File: config.mk
export PLATFORM = sky130hd
export DESIGN_NAME = arduino_gpio_tx
export DESIGN_NICKNAME = d
export VERILOG_FILES = /design/src/rtl/arduino_gpio_tx.sv
export SDC_FILE = /design/constraint.sdc
export NUM_CORES = 1
export LEC_CHECK = 0
export BUFFER_PORTS_ARGS = -buffer_cell sky130_fd_sc_hd__buf_2
export CELL_PAD_IN_SITES_DETAIL_PLACEMENT = 0
export CELL_PAD_IN_SITES_GLOBAL_PLACEMENT = 2
export CORE_ASPECT_RATIO = 1.2
export CORE_UTILIZATION = 40
export DETAILED_ROUTE_END_ITERATION = 8
export GPL_TIMING_DRIVEN = 0
export PLACE_DENSITY = 0.82
export SYNTH_ARGS = -nofsm -noshare
export SYNTH_HDL_FRONTEND = slang
export SYNTH_SLANG_ARGS = --single-unit
File: constraint.sdc
create_clock -name CLOCK_50 -period 4.9 [get_ports CLOCK_50]
set_input_delay 0.735 -clock CLOCK_50 [delete_from_list [all_inputs] [get_ports CLOCK_50]]
set_output_delay 0.735 -clock CLOCK_50 [all_outputs]
set_load 0.05 [all_outputs]
File: src/rtl/arduino_gpio_tx.sv
// arduino_gpio_tx: sends the current target box code to the Arduino
// over a 3-bit bus with a four-phase req/ack handshake and timeout.
module arduino_gpio_tx #(
    parameter int SETUP_CYCLES   = 50,
    parameter int TIMEOUT_CYCLES = 500000
) (
    input  logic       CLOCK_50,
    input  logic       reset,
    input  logic [2:0] box_code,
    input  logic       send_valid,
    output logic       send_ready,
    input  logic       gpio_ack,
    output logic [2:0] gpio_data,
    output logic       gpio_req,
    output logic       busy,
    output logic       tx_done,
    output logic       tx_timeout
);

    localparam int CNT_MAX = (SETUP_CYCLES > TIMEOUT_CYCLES) ?
                             SETUP_CYCLES : TIMEOUT_CYCLES;
    localparam int CW = $clog2(CNT_MAX + 1);

    localparam logic [CW-1:0] SETUP_LAST = CW'(SETUP_CYCLES - 1);
    localparam logic [CW-1:0] TO_LAST    = CW'(TIMEOUT_CYCLES - 1);
    localparam logic [CW-1:0] CNT_SAT    = CW'(CNT_MAX);

    typedef enum logic [1:0] {
        IDLE,
        SETUP,
        REQ_HIGH,
        REQ_LOW
    } state_t;

    state_t        state;
    logic [CW-1:0] cnt;
    logic          ack_m;
    logic          ack_s;

    // Never start a transfer while the Arduino still holds ack high.
    assign send_ready = (state == IDLE) && !ack_s;

    // Two-flop synchronizer for the asynchronous ack pin.
    always_ff @(posedge CLOCK_50 or posedge reset) begin
        if (reset) begin
            ack_m <= 1'b0;
            ack_s <= 1'b0;
        end else begin
            ack_m <= gpio_ack;
            ack_s <= ack_m;
        end
    end

    // Handshake FSM with registered outputs and a saturating cycle counter.
    always_ff @(posedge CLOCK_50 or posedge reset) begin
        if (reset) begin
            state      <= IDLE;
            cnt        <= '0;
            gpio_data  <= 3'b000;
            gpio_req   <= 1'b0;
            busy       <= 1'b0;
            tx_done    <= 1'b0;
            tx_timeout <= 1'b0;
        end else begin
            tx_done    <= 1'b0;
            tx_timeout <= 1'b0;
            if (cnt != CNT_SAT) begin
                cnt <= cnt + 1'b1;
            end
            unique case (state)
                IDLE: begin
                    if (send_valid && send_ready) begin
                        gpio_data <= box_code;
                        state     <= SETUP;
                        busy      <= 1'b1;
                        cnt       <= '0;
                    end
                end
                SETUP: begin
                    if (cnt == SETUP_LAST) begin
                        state    <= REQ_HIGH;
                        gpio_req <= 1'b1;
                        cnt      <= '0;
                    end
                end
                REQ_HIGH: begin
                    // An ack arriving on the last cycle still wins.
                    if (ack_s) begin
                        state    <= REQ_LOW;
                        gpio_req <= 1'b0;
                        cnt      <= '0;
                    end else if (cnt == TO_LAST) begin
                        state      <= IDLE;
                        gpio_req   <= 1'b0;
                        busy       <= 1'b0;
                        tx_timeout <= 1'b1;
                    end
                end
                REQ_LOW: begin
                    if (!ack_s) begin
                        state   <= IDLE;
                        busy    <= 1'b0;
                        tx_done <= 1'b1;
                    end else if (cnt == TO_LAST) begin
                        state      <= IDLE;
                        busy       <= 1'b0;
                        tx_timeout <= 1'b1;
                    end
                end
                default: begin
                    state    <= IDLE;
                    gpio_req <= 1'b0;
                    busy     <= 1'b0;
                end
            endcase
        end
    end

endmodule

* Word level (Yosys, flattened, before mapping) *
Index checks and enable logic that the tools add are counted.

word-level totals
  bits of input ports = 7
  flip-flop bits (word level) = 30

cells by class
  equal/unequal tests = 10
  multiplexer cells = 26
  $add $sub $neg = 1
  reduce and logical (&&, ||, !) cells = 10

operator list
  kind                                                                     count
  19-bit two-way mux                                                       4
  19-bit case mux with 3 select lines                                      1
  19-bit by 1-bit adder with 19-bit output, second input constant          1
  19-bit == test, second input constant                                    1
  19-bit by 6-bit == test with 1-bit output, second input constant         1
  19-bit inequality test, second input constant                            1
  1-bit two-way mux                                                        12
  2-bit two-way mux                                                        5
  2-bit case mux with 4 select lines                                       1
  3-bit AND reduction                                                      2
  2-bit == test, second input constant                                     2
  2-bit inequality test, second input constant                             2
  1-bit case mux with 2 select lines                                       2
  2-bit AND reduction                                                      2
  3-bit inequality test, second input constant                             1
  1-bit case mux with 3 select lines                                       1
  3-bit nonzero test                                                       1
  2-bit by 1-bit == test with 1-bit output, second input constant          1
  1-bit logical AND                                                        2
  2-bit zero test                                                          1
  2-bit by 1-bit inequality test with 1-bit output, second input constant  1
  2-bit nonzero test                                                       1
  1-bit zero test                                                          1

* Longest topological paths before layout *
Gate-level depths: netlist of the first run.

  depth after elaboration = 5
  mapped depth = 7
  mapped depth without buffers = 6

* Worst setup path after synthesis of the first run *
Ideal clock, no wire load.

  path kind = flip-flop to flip-flop
  from = register ack_s
  to = register gpio_data[0]
  arrival = 2.260 ns
  path slack = 2.515 ns
  clock period less this slack = 2.385 ns
  cell stages (with the launch flop) = 5
  path buffers = 1
  path through = dfrtp_1 clkbuf_1 nor3_1 nand2_1 mux2_2

on the way
  longest elaborated chain between the ends = 4

RTL lines
  item                                  line  RTL
  from (decl)                           38    logic ack_s;
  from (signal assigned)                50    ack_s <= ack_m;
  1-bit zero test                       n/a
  1-bit logical AND                     41    assign send_ready = (state == IDLE) && !ack_s;
  via send_ready                        11    output logic send_ready,
  1-bit logical AND                     72    if (send_valid && send_ready) begin
  2-bit AND reduction (no source line)  n/a
  to (signal assigned)                  73    gpio_data <= box_code;
  to (decl)                             13    output logic [2:0] gpio_data,

The timed path passes the listed nets, and every way through them passes these cells.
A chain may end at the register's enable or synchronous reset.

* Final worst setup path of the first run *
  from = register ack_s
  to = output send_ready

on the way
  longest elaborated chain between the ends = 2

RTL lines
  item               line
  1-bit zero test    n/a
  1-bit logical AND  41
  to (decl)          11

Every way passes these cells.

==> impl_metrics.tcl, run 1 <==
set metrics [dict create \
    status "completed" \
    crit_path_start "ack_s" \
    worstSetupEndpointType "output port" \
    grtUsageTotal_pct 20.42 \
    syn_area_um2 1668 \
    fmax_mhz 467.6 \
    cts_sinks 30 \
    synth_cell_type_count 46 \
    finClkSkew_ps 7.429 \
    cts_buffers 5 \
    mostFrequentLayoutCells "dfrtp_1 (30), nand2_1 (14), buf_2 (14)" \
    layout_setup_ws_ps 2761 \
    max-vdd-ir-drop_v 0.0001665 \
    grt_pass1_vias 1368 \
    fin_util_pct 47.84 \
    htree_num_levels 2 \
    die_w_um 60.95 \
    final_common_cell "dfrtp_1" \
    wire_per_inst_um 15.36 \
    cts_tree "done" \
    synthArstFlopShare_pct 100.0 \
    p_seq_share_pct 53.3 \
    core_area_um2 3973 \
    fin_hold_ws_ps 357.0 \
    hold-path-endpoint "ack_s" \
    avgSynthCellArea_um2 9.869 \
    cts-root-buf "clkbuf_8" \
    m1WireLength_um 1623 \
    post-cts-setup-buffer-count 0 \
    yosys_register_bits 30 \
    met2_length_um 2014 \
    cts_hold_buf 0 \
    firstDrtPassIters 4 \
    syn2layout_area_growth_pct 13.95 \
    combPwrFrac_pct 2.0 \
    rsz0062_at_grt "false" \
    cts_max_path_buffers 2 \
    die_h_um 72.74 \
    rows 25 \
    critPathArrivalTime_ps 1400 \
    synth_cells 169 \
    port_buffers 14 \
    start_util_pct 41.98 \
    wl_met3_um 86 \
    critPathMaxFanout 8 \
    critical_path.cell_chain "clkbuf_1 > nor3_1 > buf_2" \
    post-place-ws_ps 2764 \
    wl_um 3762 \
    fin_area_um2 1901 \
    power.density_nw_per_um2 245.7 \
    drcViolationCount 0 \
    period_needed_ps 2139 \
    dp_hpwl_um 2819 \
    whs_path_depth 0 \
    viasPerCell 5.388 \
    clkTransAtPathRegs_ps 60 \
    antenna_found_initial 0 \
    relSlewSlack_pct 21.87 \
    cp_slowest_cell "dfrtp_1" \
    clkPwrFrac_pct 44.8 \
    reg2reg_setup_slack_ps 2810 \
    crit_required_ps 4160 \
    grt_pass1_wl_um 6603 \
    final_hold_viol_count 0 \
    ios 15 \
    antenna_cells 0 \
    leakage_nw 0.7673 \
    worst_pin_slew_ps 1171 \
    ys_warn_count 0 \
    ctsResizeCount 0 \
    intPower_uw 363.8 \
    reg2reg_from "cnt[10]" \
    path_class "register to output port" \
    p_sw_uw 103.1 \
    setup-tns-final_ps 0 \
    worst_r2r_path_depth 5 \
    swShare_pct 22.09 \
    placed_area_um2 1805 \
    slowest_delay_ps 370 \
    hp-class "register to register" \
    synthFlopType "dfrtp_1" \
    ant_nets 0 \
    grt-ovfl-total 0 \
    fin_crit_sh_pct 43.65 \
    reg2reg_to "cnt[4]" \
    grt_start_max_net_pins 31 \
    start_kind "register" \
    drv_cap 0 \
    hp-start "ack_m" \
    gp_congestion 0.7941 \
    num-nets-final 200 \
    dr_total_vias 1320 \
    synth-edff-count 0 \
    setup_viol 0 \
    synth_seq_area_share_pct 45.01 \
    synth_nets 179 \
    highest_layer "met4" \
    clk-insertion-delay-late_ps 280 \
    drive_gt1_share_pct 23.04 \
    drv_slew 0 \
    dieArea_um2 4433 \
    drt_iter0_markers 34 \
]
==> cells by family (layout without fill, tap and decap cells) <==
kind of cell / after synthesis / after routing / share of synthesized area, %
simple gates: 81 / 81 / 29.78
flops: 30 / 30 / 45.01
xor+xnor: 11 / 11 / 5.777
compound gates: 26 / 26 / 10.50
fa+ha+maj: 3 / 3 / 2.251
buf+inv: 14 / 36 / 4.051
mux: 4 / 4 / 2.626
==> power by group through the flow <==
stage,Sequential [mW],Clock (mW),Combinational [mW]
3_3_place_gp,0.253,0,0.00937
5_1_grt,0.249,0.226,0.0106
2_1_floorplan,0.253,0,0.00540
4_1_cts,0.249,0.216,0.00981
3_5_place_dp,0.253,0,0.00979
6_report,0.249,0.209,0.00924
==> sequential cells by signal, indices dropped and copies added, names as in the netlist <==
| register | count |
|---|---|
| state | 2 |
| ack_m | 1 |
| tx_done | 1 |
| tx_timeout | 1 |
| busy | 1 |
| ack_s | 1 |
| cnt | 19 |
| gpio_data | 3 |
| gpio_req | 1 |
==> metrics by stage <==
| stage | total power, mW | instances |
|---|---|---|
| after floorplan | 0.2586 | 169 |
| after global placement | 0.2628 | 237 |
| after detailed placement | 0.2632 | 237 |
| after CTS | 0.4742 | 245 |
| after global routing | 0.4855 | 245 |
| final | 0.4670 | 245 |
==> worst max-delay path, delay by kind of cell (launching register included) <==
family	cells	cell delay, ps
buffers and inverters	2	490
flip-flops	1	370
AND/OR/NAND/NOR	1	270
==> worst max-delay path by stage <==
| stage | to | depth (start not counted) | slack (ps) |
|---|---|---|---|
| after floorplan | gpio_data[0] | 4 | 2520 |
| after global placement | cnt[6] | 6 | 2790 |
| after detailed placement | cnt[4] | 6 | 2760 |
| after CTS | send_ready | 3 | 2750 |
| after global routing | cnt[4] | 5 | 2670 |
| final | send_ready | 3 | 2760 |
==> cells in the mapped netlist (2+ instances only) <==
library cell  instances  area share [%]
a21oi_1               6             1.8
a21oi_2               2             1.1
and4_1                3             1.6
buf_4                 2            0.90
dfrtp_1              30              45
ha_1                  3             2.3
inv_1                10             2.3
mux2_2                3             2.0
nand2_1              14             3.2
nand2b_1              3             1.1
nand3_1               9             2.7
nand4_1               4             1.5
nor2_1               13             2.9
nor2b_1               2            0.75
nor3_1                5             1.5
nor4_1                6             2.3
nor4b_1               2             1.1
o211ai_1              2            0.90
o21ai_0               8             2.4
o31ai_1               2            0.90
or3_1                 4             1.5
or4_4                 3             2.0
xnor2_1               8             4.2
xor2_1                3             1.6
==> metal layers <==
| layer | up-vias | track usage (%) |
|---|---|---|
| li1 | 654 | - |
| met1 | 645 | 24.69 |
| met2 | 17 | 35.90 |
| met3 | 4 | 4.255 |
| met4 | 0 | 5.808 |
| met5 | - | 0 |
==> final cells by class <==
| type | count | area, µm² |
|---|---|---|
| fill | 400 | 2072 |
| inverter | 10 | 37.54 |
| buffer | 4 | 30.03 |
| multi-input combinational | 125 | 849.6 |
| clock buffer | 6 | 82.58 |
| sequential | 30 | 750.7 |
| timing repair buffer | 14 | 70.07 |
| tap | 54 | 67.56 |
| clock inverter | 2 | 12.51 |
Power figures use the tool's default switching activity.
==> run 2, diff against run 1 <==
Settings changed: CORE_UTILIZATION 40 to 37, PLACE_DENSITY 0.82 to 0.76.
Clock period 4.9 ns to 2 ns, I/O delays scaled along.
==> run 2 against run 1 <==
Effect of this change:
- sequential cell count unchanged
- clock power grew to 2.9 times the previous value
- sequential share of layout area down 1.5 points
- global-route usage decreased by 2.4 points
- clock-buffer cell count fell by 1
- sequential power increased by 140%
- core utilization shrank 1.8 points
- register-to-register slack worse by 2700 ps
- clock skew is 2.1 ps lower
- total power rose to 2.7 times the previous value
- critical path type is now register to register
- critical endpoint is now cnt[16]
- largest cell class unchanged
==> impl_metrics.tcl, run 2 (synthesis gave the netlist of run 1 again) <==
set metrics [dict create \
    start_kind "register" \
    fin_crit_sh_pct 94.78 \
    dr_total_vias 1324 \
    fin_hold_ws_ps 30.00 \
    final_hold_viol_count 0 \
    max-vdd-ir-drop_v 0.0003466 \
    grt_pass1_vias 1309 \
    finClkSkew_ps 5.305 \
    drv_slew 0 \
    firstDrtPassIters 4 \
    critPathMaxFanout 5 \
    drv_cap 0 \
    drive_gt1_share_pct 25.91 \
    largest_reg_flops 19 \
    clk-insertion-delay-late_ps 280 \
    cts-root-buf "clkbuf_8" \
    power.density_nw_per_um2 627.1 \
    crit_required_ps 2210 \
    path_class "register to register" \
    drcViolationCount 0 \
    mostFrequentLayoutCells "dfrtp_1 (29), nand2_1 (14), buf_2 (14)" \
    start_util_pct 38.84 \
    grt-ovfl-total 0 \
    wire_per_inst_um 14.88 \
    gp_congestion 0.8007 \
    rsz0062_at_grt "false" \
    antenna_cells 0 \
    final_common_cell "dfrtp_1" \
    cts_tree "done" \
    period_needed_ps 1896 \
    cts_max_path_buffers 2 \
    drt_iter0_markers 63 \
    rows 26 \
    grt_pass1_wl_um 6444 \
    cts_buffers 5 \
    viasPerCell 5.317 \
    worst_pin_slew_ps 504.3 \
    post-place-ws_ps -136.4 \
    core_area_um2 4294 \
    swShare_pct 20.45 \
    wl_um 3705 \
    num-nets-final 202 \
    cts_sinks 30 \
    syn2layout_area_growth_pct 18.60 \
    worstSetupEndpointType "register" \
    status "completed" \
    layout_setup_ws_ps 104.4 \
    dieArea_um2 4781 \
    grtUsageTotal_pct 17.97 \
    relSlewSlack_pct 66.07 \
    critPathArrivalTime_ps 2110 \
    hp-class "input pin to asynchronous set/reset pin" \
    die_h_um 75.55 \
    ios 15 \
    clkTransAtPathRegs_ps 70 \
    grt_start_max_net_pins 31 \
    registers.top_by_ff_count "cnt" \
    dp_hpwl_um 2718 \
    antenna_found_initial 0 \
    combPwrFrac_pct 2.3 \
    leakage_nw 0.8032 \
    setup_viol 0 \
    die_w_um 63.29 \
    clkPwrFrac_pct 48.5 \
    htree_num_levels 2 \
    p_sw_uw 253.6 \
    p_seq_share_pct 49.1 \
    fmax_mhz 527.5 \
    intPower_uw 986.8 \
    reg.largest.list "cnt x19, gpio_data x3, state x2" \
    ant_nets 0 \
    port_buffers 14 \
]
==> run 2: cell count changes in the layout (fill, tap and decap cells not counted) <==
| cell | before | now |
|---|---|---|
| nor3_1 | 5 | 3 |
| nor3_2 | 0 | 2 |
| buf_16 | 0 | 1 |
| buf_4 | 2 | 3 |
| bufinv_16 | 0 | 1 |
| clkbuf_8 | 6 | 5 |
| clkinv_2 | 1 | 2 |
| clkinvlp_4 | 1 | 0 |
| dfrtp_1 | 30 | 29 |
| dfrtp_2 | 0 | 1 |
| nor4_2 | 1 | 0 |
| nor4_4 | 0 | 1 |
| nor4bb_1 | 1 | 0 |
| nor4bb_2 | 0 | 1 |
==> run 2: worst max-delay path, stage by stage, from the launching register on <==
cell and delay [ps]:
dfrtp_1 430, ha_1 240, nand2_1 110, or3_4 420
or4_4 490, a21oi_2 140
==> run 2: layer usage <==
metal	up-vias	routed length [µm]	track usage [%]
li1	657	-	-
met1	629	1671	21.62
met2	31	1833	31.06
met3	7	139	4.192
met4	0	61	8.081
met5	-	0	0
==> run 2: metrics by stage <==
step | instance area (µm²) | util (%) | power [mW] | std cells | TNS [ps]
floorplan | 1673 | - | 0.6338 | 169 | 0
global placement | 1813 | 42.22 | 0.6439 | 239 | -1097
detailed placement | 1813 | 42.22 | 0.6445 | 239 | -1335
CTS | 1938 | 45.13 | 1.249 | 248 | 0
global route | 1978 | 46.07 | 1.290 | 249 | 0
finish | 1978 | 46.07 | 1.240 | 249 | 0
==> run 2: area by class of cell <==
type                       count  area (µm²)
fill                         413        2316
inverter                      10       37.54
multi-input combinational    125       874.6
sequential                    30       752.0
clock inverter                 3       40.04
tap                           56       70.07
buffer                         4       30.03
timing repair buffer          16       105.1
clock buffer                   5       68.82
==> run 2: timing repair <==
action | in CTS | in global routing
endpoints found under the hold margin | 0 | 0
gates resized for setup | 1 | 3
pin swaps | 1 | 0
gates cloned | 0 | 0
setup buffers | 1 | 0
hold buffers | 0 | 0
endpoints found under the setup margin | 10 | 16
==> run 2: worst paths after layout <==
path | startpoint | depth (start not counted) | slack, ps | to
max | cnt[1] | 5 | 100 | cnt[16]
min | reset | 2 | 30 | cnt[8]
max reg2reg | cnt[1] | 5 | 100 | cnt[16]
min reg2reg | ack_m | 0 | 350 | ack_s
max in group asynchronous | reset | 3 | 1490 | cnt[0]
min in group CLOCK_50 | gpio_ack | 1 | 120 | ack_m
==> run 2: power groups by stage <==
stage          logic [mW]  registers, mW  clock network (mW)
4_1_cts            0.0238          0.609               0.616
3_5_place_dp       0.0238          0.621                   0
2_1_floorplan      0.0134          0.620                   0
6_report           0.0291          0.609               0.602
5_1_grt            0.0338          0.609               0.647
3_3_place_gp       0.0231          0.621                   0
==> run 3, diff against run 2 <==
Settings changed: CORE_ASPECT_RATIO 1.2 to default.
==> run 3 against run 2 <==
Effect of this change:
- sequential cell count unchanged
- total power down 2.6%
- combinational power down 23%
- clock-buffer cell count up 3
- critical path depth unchanged
- non-clock buffer count unchanged
- fmax down 0.79%
- critical endpoint unchanged
- cell area down 1.5%
- core utilization down 1.3 points
==> impl_metrics.tcl, run 3 (synthesis gave the netlist of run 1 again) <==
set metrics [dict create \
    status "completed" \
    rsz0062_at_grt "false" \
    drv_slew 0 \
    largest_reg_flops 19 \
    clk-insertion-delay-late_ps 280 \
    syn2layout_area_growth_pct 16.88 \
    p_seq_share_pct 50.4 \
    wl_met3_um 98 \
    p_sw_uw 245.7 \
    max-vdd-ir-drop_v 0.0004434 \
    finClkSkew_ps 5.337 \
    crit_family "simple AND/OR/NAND/NOR gates" \
    cts_buffers 5 \
    htree_num_levels 2 \
    cp_slowest_cell "or4_4" \
    reg2reg_to "cnt[16]" \
    fin_area_um2 1949 \
    drt_iter0_markers 39 \
    path_class "register to register" \
    dieArea_um2 4780 \
    core_area_um2 4354 \
    start_kind "register" \
    hold-path-endpoint "ack_m" \
    antenna_found_initial 0 \
    placed_area_um2 1808 \
    die_h_um 69.14 \
    dp_hpwl_um 2705 \
    grt_pass1_wl_um 6555 \
    worst_pin_slew_ps 1150 \
    period_needed_ps 1911 \
    critical_path.cell_chain "ha_1 > nand2_1 > or3_4 > or4_4 > a21oi_2" \
    cts-root-buf "clkbuf_8" \
    registers.top_by_ff_count "cnt" \
    wire_per_inst_um 14.92 \
    worstSetupEndpointType "register" \
    critPathMaxFanout 5 \
    leakage_nw 0.7933 \
    clkTransAtPathRegs_ps 70 \
    combPwrFrac_pct 1.9 \
    antenna_cells 0 \
    cts_sinks 30 \
    setup_viol 0 \
    power.density_nw_per_um2 619.8 \
    whs_path_depth 1 \
    hp-class "input pin to register" \
    ant_nets 0 \
    highest_layer "met4" \
    hp-start "gpio_ack" \
    grt-ovfl-total 0 \
    met2_length_um 1773 \
    port_buffers 14 \
    dr_total_vias 1318 \
    cts_max_path_buffers 2 \
    mostFrequentLayoutCells "dfrtp_1 (29), nand2_1 (14), buf_2 (14)" \
    wl_um 3655 \
    slowest_delay_ps 490 \
    grtUsageTotal_pct 17.59 \
    fin_util_pct 44.77 \
    clkPwrFrac_pct 47.7 \
    grt_pass1_vias 1335 \
    swShare_pct 20.34 \
    intPower_uw 962.5 \
    final_common_cell "dfrtp_1" \
    fin_crit_sh_pct 95.54 \
    grt_start_max_net_pins 31 \
    drcViolationCount 0 \
    ios 15 \
    critPathArrivalTime_ps 2120 \
    cts_tree "done" \
    drv_cap 0 \
    final_hold_viol_count 0 \
    setup-tns-final_ps 0 \
    die_w_um 69.14 \
    m1WireLength_um 1725 \
    crit_required_ps 2210 \
    fmax_mhz 523.4 \
    drive_gt1_share_pct 25.39 \
    gp_congestion 0.7563 \
    path_buf_inv 0 \
    start_util_pct 38.30 \
    num-nets-final 202 \
    rows 24 \
    viasPerCell 5.380 \
    reg2reg_from "cnt[1]" \
    firstDrtPassIters 4 \
    relSlewSlack_pct 23.23 \
    reg2reg_setup_slack_ps 90 \
    worst_r2r_path_depth 5 \
    reg.largest.list "cnt x19, gpio_data x3, state x2" \
]
==> run 3: cell count changes in the layout (fill, tap and decap cells not counted), sizes merged <==
cell / delta
clkbuf: +3
clkinv: -2
bufinv: -1
==> run 3: area by class of cell <==
class,count,area (µm²)
Inverter,10,37.54
Sequential cell,30,752.0
Timing Repair Buffer,16,85.08
Multi-Input combinational cell,125,869.6
Clock buffer,8,110.1
Tap cell,52,65.06
Fill cell,432,2405
Buffer,4,30.03
==> run 3: per-stage QoR <==
stage | power [mW] | worst slack, ps | std cells | hold slack, ps
after floorplan | 0.6338 | 134.6 | 169 | 331.2
after global placement | 0.6438 | -73.73 | 235 | 339.8
after detailed placement | 0.6445 | -143.6 | 235 | 341.2
after CTS | 1.227 | 20.74 | 245 | 111.5
after global routing | 1.250 | 7.211 | 245 | 114.3
final | 1.208 | 89.25 | 245 | 122.2
==> run 3: worst max-delay path by stage <==
stage	from	to	slack (ps)	cells after the start
floorplan	ack_s	gpio_data[0]	130	4
global placement	cnt[10]	cnt[13]	-70	5
detailed placement	cnt[10]	cnt[9]	-140	5
CTS	cnt[10]	cnt[9]	20	5
global route	cnt[6]	cnt[9]	7	5
finish	cnt[1]	cnt[16]	90	5
==> run 3: power groups by stage <==
stage	Clock [mW]	Sequential, mW	Combinational [mW]
floorplan	0	0.620	0.0134
global placement	0	0.621	0.0232
detailed placement	0	0.621	0.0239
CTS	0.594	0.609	0.0240
global route	0.614	0.609	0.0262
finish	0.576	0.609	0.0224
==> run 3: per-layer routing <==
layer  global-route usage, %  vias up
met5                       0        -
met4                   6.122        0
met3                   4.532        7
met2                   29.34       14
met1                   21.97      640
li1                        -      657
==> run 3: what timing repair did <==
item / in CTS / in global routing
gates cloned: 0 / 0
pin swaps: 1 / 0
hold buffers: 0 / 0
gates resized for setup: 0 / 3
setup endpoints to repair: 10 / 18
buffers inserted: 2 / 0
